File: config.mk
export PLATFORM = sky130hd
export DESIGN_NAME = fifo_wr_arbiter
export DESIGN_NICKNAME = d
export VERILOG_FILES = /design/src/rtl/fifo_wr_arbiter.sv
export SDC_FILE = /design/constraint.sdc
export NUM_CORES = 1
export LEC_CHECK = 0
export ABC_AREA = 0
export BUFFER_PORTS_ARGS = -buffer_cell sky130_fd_sc_hd__clkbuf_2
export CORE_UTILIZATION = 37
export DETAILED_ROUTE_END_ITERATION = 8
export GPL_ROUTABILITY_DRIVEN = 0
export PLACE_DENSITY = 0.75
export SLEW_MARGIN = 20
export SYNTH_ARGS = -nofsm -noshare
export SYNTH_HDL_FRONTEND = slang
export SYNTH_SLANG_ARGS = --single-unit
File: constraint.sdc
create_clock -name i_clk -period 1.4 [get_ports i_clk]
set_input_delay 0.07 -clock i_clk [delete_from_list [all_inputs] [get_ports i_clk]]
set_output_delay 0.07 -clock i_clk [all_outputs]
set_load 0.02 [all_outputs]
File: src/rtl/fifo_wr_arbiter.sv
// rtl/fifo_wr_arbiter.sv - packet-aware round-robin arbiter for the async FIFO write port
// Optional macro: FIFO_WR_ARB_PKT_CNT_EN adds o_pkt_cnt / o_beat_cnt counters.
module fifo_wr_arbiter #(
    parameter int NUM_REQ    = 4,
    parameter int LOGIC_SIZE = 8
) (
    input  logic                          i_clk,
    input  logic                          i_rst_n,
    input  logic [NUM_REQ-1:0]            i_req_valid,
    input  logic [NUM_REQ*LOGIC_SIZE-1:0] i_req_data,
    input  logic [NUM_REQ-1:0]            i_req_last,
    output logic [NUM_REQ-1:0]            o_req_ready,
    output logic                          o_wr,
    output logic [LOGIC_SIZE-1:0]         o_wdata,
    input  logic                          i_wfull,
    output logic [NUM_REQ-1:0]            o_grant,
    output logic                          o_busy
`ifdef FIFO_WR_ARB_PKT_CNT_EN
    ,
    output logic [15:0]                   o_pkt_cnt,
    output logic [15:0]                   o_beat_cnt
`endif
);

    localparam int IDX_W = (NUM_REQ > 1) ? $clog2(NUM_REQ) : 1;

    typedef enum logic {IDLE, LOCKED} state_t;

    state_t              state, state_nxt;
    logic [IDX_W-1:0]    ptr, ptr_nxt;
    logic [IDX_W-1:0]    gidx, gidx_nxt;
    logic [NUM_REQ-1:0]  grant_nxt;
    logic                found;
    logic [IDX_W-1:0]    sel_idx;
    int unsigned         cand;
    logic [IDX_W-1:0]    cidx;
    logic                xfer;
    logic                xfer_last;

    // Round-robin search: first valid requester starting at the pointer, wrapping.
    always_comb begin
        found   = 1'b0;
        sel_idx = '0;
        cand    = 0;
        cidx    = '0;
        for (int i = 0; i < NUM_REQ; i++) begin
            cand = int'(ptr) + i;
            if (cand >= NUM_REQ) cand = cand - NUM_REQ;
            cidx = cand[IDX_W-1:0];
            if (!found && i_req_valid[cidx]) begin
                found   = 1'b1;
                sel_idx = cidx;
            end
        end
    end

    // A beat moves only for the locked requester and only when the FIFO has room.
    assign xfer      = (state == LOCKED) & i_req_valid[gidx] & ~i_wfull;
    assign xfer_last = xfer & i_req_last[gidx];

    // Next-state, grant/pointer update and combinational write-side outputs.
    always_comb begin
        state_nxt   = state;
        ptr_nxt     = ptr;
        gidx_nxt    = gidx;
        grant_nxt   = o_grant;
        o_req_ready = '0;
        o_wr        = 1'b0;
        o_wdata     = '0;
        o_busy      = 1'b0;
        case (state)
            IDLE: begin
                if (found) begin
                    state_nxt          = LOCKED;
                    gidx_nxt           = sel_idx;
                    grant_nxt          = '0;
                    grant_nxt[sel_idx] = 1'b1;
                end
            end
            LOCKED: begin
                o_busy            = 1'b1;
                o_req_ready[gidx] = ~i_wfull;
                o_wr              = xfer;
                o_wdata           = i_req_data[gidx*LOGIC_SIZE +: LOGIC_SIZE];
                if (xfer_last) begin
                    state_nxt = IDLE;
                    grant_nxt = '0;
                    ptr_nxt   = (gidx == IDX_W'(NUM_REQ - 1)) ? '0 : gidx + 1'b1;
                end
            end
            default: state_nxt = IDLE;
        endcase
    end

    // State, grant and pointer registers; reset drops any lock in progress.
    always_ff @(posedge i_clk or negedge i_rst_n) begin
        if (!i_rst_n) begin
            state   <= IDLE;
            ptr     <= '0;
            gidx    <= '0;
            o_grant <= '0;
        end else begin
            state   <= state_nxt;
            ptr     <= ptr_nxt;
            gidx    <= gidx_nxt;
            o_grant <= grant_nxt;
        end
    end

`ifdef FIFO_WR_ARB_PKT_CNT_EN
    // Packet and beat counters, both free-running and wrapping at 16 bits.
    always_ff @(posedge i_clk or negedge i_rst_n) begin
        if (!i_rst_n) begin
            o_pkt_cnt  <= '0;
            o_beat_cnt <= '0;
        end else begin
            if (xfer_last) o_pkt_cnt  <= o_pkt_cnt + 16'd1;
            if (xfer)      o_beat_cnt <= o_beat_cnt + 16'd1;
        end
    end
`endif

endmodule

==> results list <==
- Once routing completed, OpenROAD measured the worst setup slack at -0.270 ns.
- Clock skew on the completed layout was measured at 0.00223 ns.
- Nets@finish: 202
* Final hold viol count: 0
- The cell sitting at the root of the clock tree is a sky130_fd_sc_hd__clkbuf_4.
* Class of the most critical setup path: reg -> out
- Final critical path time including I/O delays and setup: 1.67 ns
- Normalized max-slew margin: 0.634
- In this run, synthesis produced a sequential element count of 9.
- By area, the combinational part of the netlist is dominated by multiplexers.
- Global routing usage on met2: 0.442
* Vias per Instance: 5.36
* Sink count of the clock tree: 9
- The portion of synthesized area spent on multiplexers is 0.287.
- CTS H-tree depth: 1
- Max_cap viols: 0
* Global routing usage on met1: 0.245
- Final setup fails: 19
- For this run, the detailed router's first-pass iteration total came to 4.
- Area of the die: 2550 um^2
- The first global-routing pass estimated 4.42 mm of wire.
- STA classifies the critical path startpoint as a register.
- The netlist uses 29 different library cells.
* Status: finished, violations left
- Syn nets: 130
- STA classifies the critical path endpoint as an output port.
- Boundary Pins: 61
* Compound-gate portion of the synthesized area: 0.139
- Mean instance size in the synthesized netlist: 10.5 um^2
* Pin slew with the least headroom to its limit: 0.544 ns
* Portion of the clock cycle consumed by the worst path in the final layout: 1.19
- Buffers placed on the I/O ports in this run total 60.
- Peak per-stage delay on the critical path: 0.51 ns
- Die boundary width: 50.5 um
* Worst supply voltage drop on vdd: 0.00135 V
* Vias in the first global route: 980
- Compared with the post-synthesis result, the final layout area differs by 73.1%.
- Remaining Overflow, GRT: 0
- Data on the critical path arrives at its endpoint at 1.60 ns.
* Share of synthesized registers carrying an async set or reset: 1.00
* Area fraction in and, or, nand and nor cells after synthesis: 0.194
- EDFF count, synth: 0
* Primary flip-flop cell chosen by synthesis mapping: sky130_fd_sc_hd__dfrtp_1
- The share of the Yosys chip area taken by registers is 0.259.
* Most congested layer reported by global routing: met2
- The checks that failed: setup timing.
- Counting the buffers created by CTS gives 3.
- Post-Route WL: 2.93 mm
- Data on the critical path is required at its endpoint by 1.33 ns.
* Synthesized area: 871 um^2
- # DRC: 0
- Maximum clock path buffer count: 2
* Gate count after technology mapping: 83
- For this configuration, the core starts out at a cell density of 0.394.
* Clock tree from TritonCTS: built
- The tightest min-delay check is of the in -> reg type.
- Total track usage: 0.235
* Chip height: 50.5 um
- Synth Area in Adders: 0.0575
- Total number of vias: 976
- Antenna violations before repair: 0
* Power density over the cells: 2120 nW/um^2
- Along the worst path, the maximum fanout reaches 6.
- Walking the worst path, the cells encountered are buf_6 > mux4_2 > and2_4 > buf_8.
* Maximum number of pins on one net before global-route repair: 14
- Minimum setup slack among reg-to-reg paths: -0.25 ns
- First DRT Iteration DRCs: 20
- Row generation in the floorplan step produced 17 rows.
- Leakage Power: 0.732 nW
- Number of warning messages in the yosys log: 0
* Clock latency at the later pin of the worst-skew pair: 0.25 ns
* Number of pins exceeding their max-slew limit in the final report: 0
- In the final layout, the share of cells above drive strength 1 is 0.695.
- GR met3 Demand/Resource: 0.0515
* Diode count: 0
- For this run, the top clock speed supported by timing is 0.599 GHz.
- Setup repair after global routing could not meet its margin everywhere.
- For this design, the slowest cell found on the critical path is sky130_fd_sc_hd__mux4_2.
- The count of nets left with antenna violations once routing finished came out at 0.
* Half-perimeter wire length of the detailed placement result: 2.08 mm
- Hold timing on the final database bottoms out at a slack of 0.193 ns.
- Total power draw: 3.19 mW
* Average wire per standard cell: 16.1 um
* Clk pin slew, worst setup/hold paths: 0.06 ns
- The core region is 2210 um^2.
* Post-synthesis xor/xnor area fraction: 0
critical path: cells and delay by family (launching register included):
family	cells	cell delay, ns
and+or+nand+nor	1	0.16
buffers and inverters	2	0.27
muxes	1	0.51
DFF	1	0.40
cell usage in the layout (no fill, tap or decap), drive strengths merged:
cell	netlist	routed
a21o	1	1
dlygate4sd3	0	1
clkbuf	3	54
or2	1	1
nand2	6	6
o22ai	1	1
dfrtp	9	9
a32o	2	2
o21ai	3	3
a21oi	3	3
nand3b	1	1
buf	3	22
mux2	2	2
mux2i	4	4
nor4	1	1
ha	4	4
o32a	1	1
o311ai	1	1
nand2b	2	2
and3	1	1
o32ai	3	3
nor2b	2	2
mux4	8	8
and2	12	12
or3b	1	1
a31oi	1	1
nor2	3	3
inv	4	4
area by class of cell:
cell class,count,area [um^2]
clock buffers,4,26.3
fillers,166,704
inverters,4,15.0
multi-input cells,64,677
flip-flops and latches,9,228
well taps,28,35.0
repair buffers,73,527
cell families after synthesis:
kind of cell | count (synthesis)
adders and majority gates | 4
buffers and inverters | 10
DFF | 9
AOI/OAI and AO/OA | 16
muxes | 14
and+or+nand+nor | 30
per-layer routing:
layer  share of wire  vias to the layer above
met5               0                        -
met1            0.35                      470
li1                -                      449
met2            0.55                       53
met3           0.091                        4
met4           0.014                        0
through the flow:
| stage | setup slack, ns | util | setup TNS [ns] | instance area (um^2) | instances |
|---|---|---|---|---|---|
| 2_1_floorplan | -0.337 | - | -2.05 | 882 | 83 |
| 3_3_place_gp | -0.163 | 0.570 | -0.926 | 1260 | 176 |
| 3_5_place_dp | -0.213 | 0.570 | -1.27 | 1260 | 176 |
| 4_1_cts | -0.280 | 0.658 | -3.54 | 1460 | 182 |
| 5_1_grt | -0.345 | 0.682 | -5.10 | 1510 | 182 |
| 6_report | -0.270 | 0.682 | -3.61 | 1510 | 182 |
flip-flops by register name (all words and copies together) (netlist names):
| signal | cells |
|---|---|
| o_grant | 4 |
| gidx | 2 |
| ptr | 2 |
| state | 1 |
power breakdown:
group          internal [mW]  total [mW]  switching, mW
clock network          0.110       0.197         0.0870
registers              0.375       0.474         0.0994
logic                   1.40        2.52           1.12
total                   1.88        3.19           1.31
worst paths after layout:
check,startpoint,end,depth (start not counted)
worst max register to register,gidx[0]$_DFFE_PN0P_,ptr[0]$_DFFE_PN0P_,4
worst min-delay path,i_req_valid[2],state$_DFF_PN0_,3
worst min register to register,o_grant[2]$_DFFE_PN0P_,o_grant[2]$_DFFE_PN0P_,1
max in group asynchronous,i_rst_n,state$_DFF_PN0_,2
worst max-delay path,gidx[0]$_DFFE_PN0P_,o_wdata[5],4
min in group asynchronous,i_rst_n,o_grant[1]$_DFFE_PN0P_,2
timing repair:
| item | in CTS | in global routing |
|---|---|---|
| pin swaps | 7 | 2 |
| setup endpoints to repair | 20 | 21 |
| hold endpoints to repair | 9 | 0 |
| buffers inserted | 1 | 0 |
| resized for setup | 40 | 19 |
| hold buffers | 1 | 0 |
| cloned | 0 | 0 |
synth_stat cells, types with 3 or more instances:
master | n | share of area
sky130_fd_sc_hd__mux4_2 | 8 | 0.21
sky130_fd_sc_hd__o32ai_1 | 3 | 0.030
sky130_fd_sc_hd__mux2i_1 | 4 | 0.046
sky130_fd_sc_hd__inv_1 | 4 | 0.017
sky130_fd_sc_hd__o21ai_0 | 3 | 0.017
sky130_fd_sc_hd__nand2_1 | 6 | 0.026
sky130_fd_sc_hd__dfrtp_1 | 9 | 0.26
sky130_fd_sc_hd__ha_1 | 4 | 0.057
sky130_fd_sc_hd__and2_1 | 12 | 0.086
sky130_fd_sc_hd__nor2_1 | 3 | 0.013
sky130_fd_sc_hd__a21oi_1 | 3 | 0.017
Note: power is estimated with default switching activity, not from simulation.
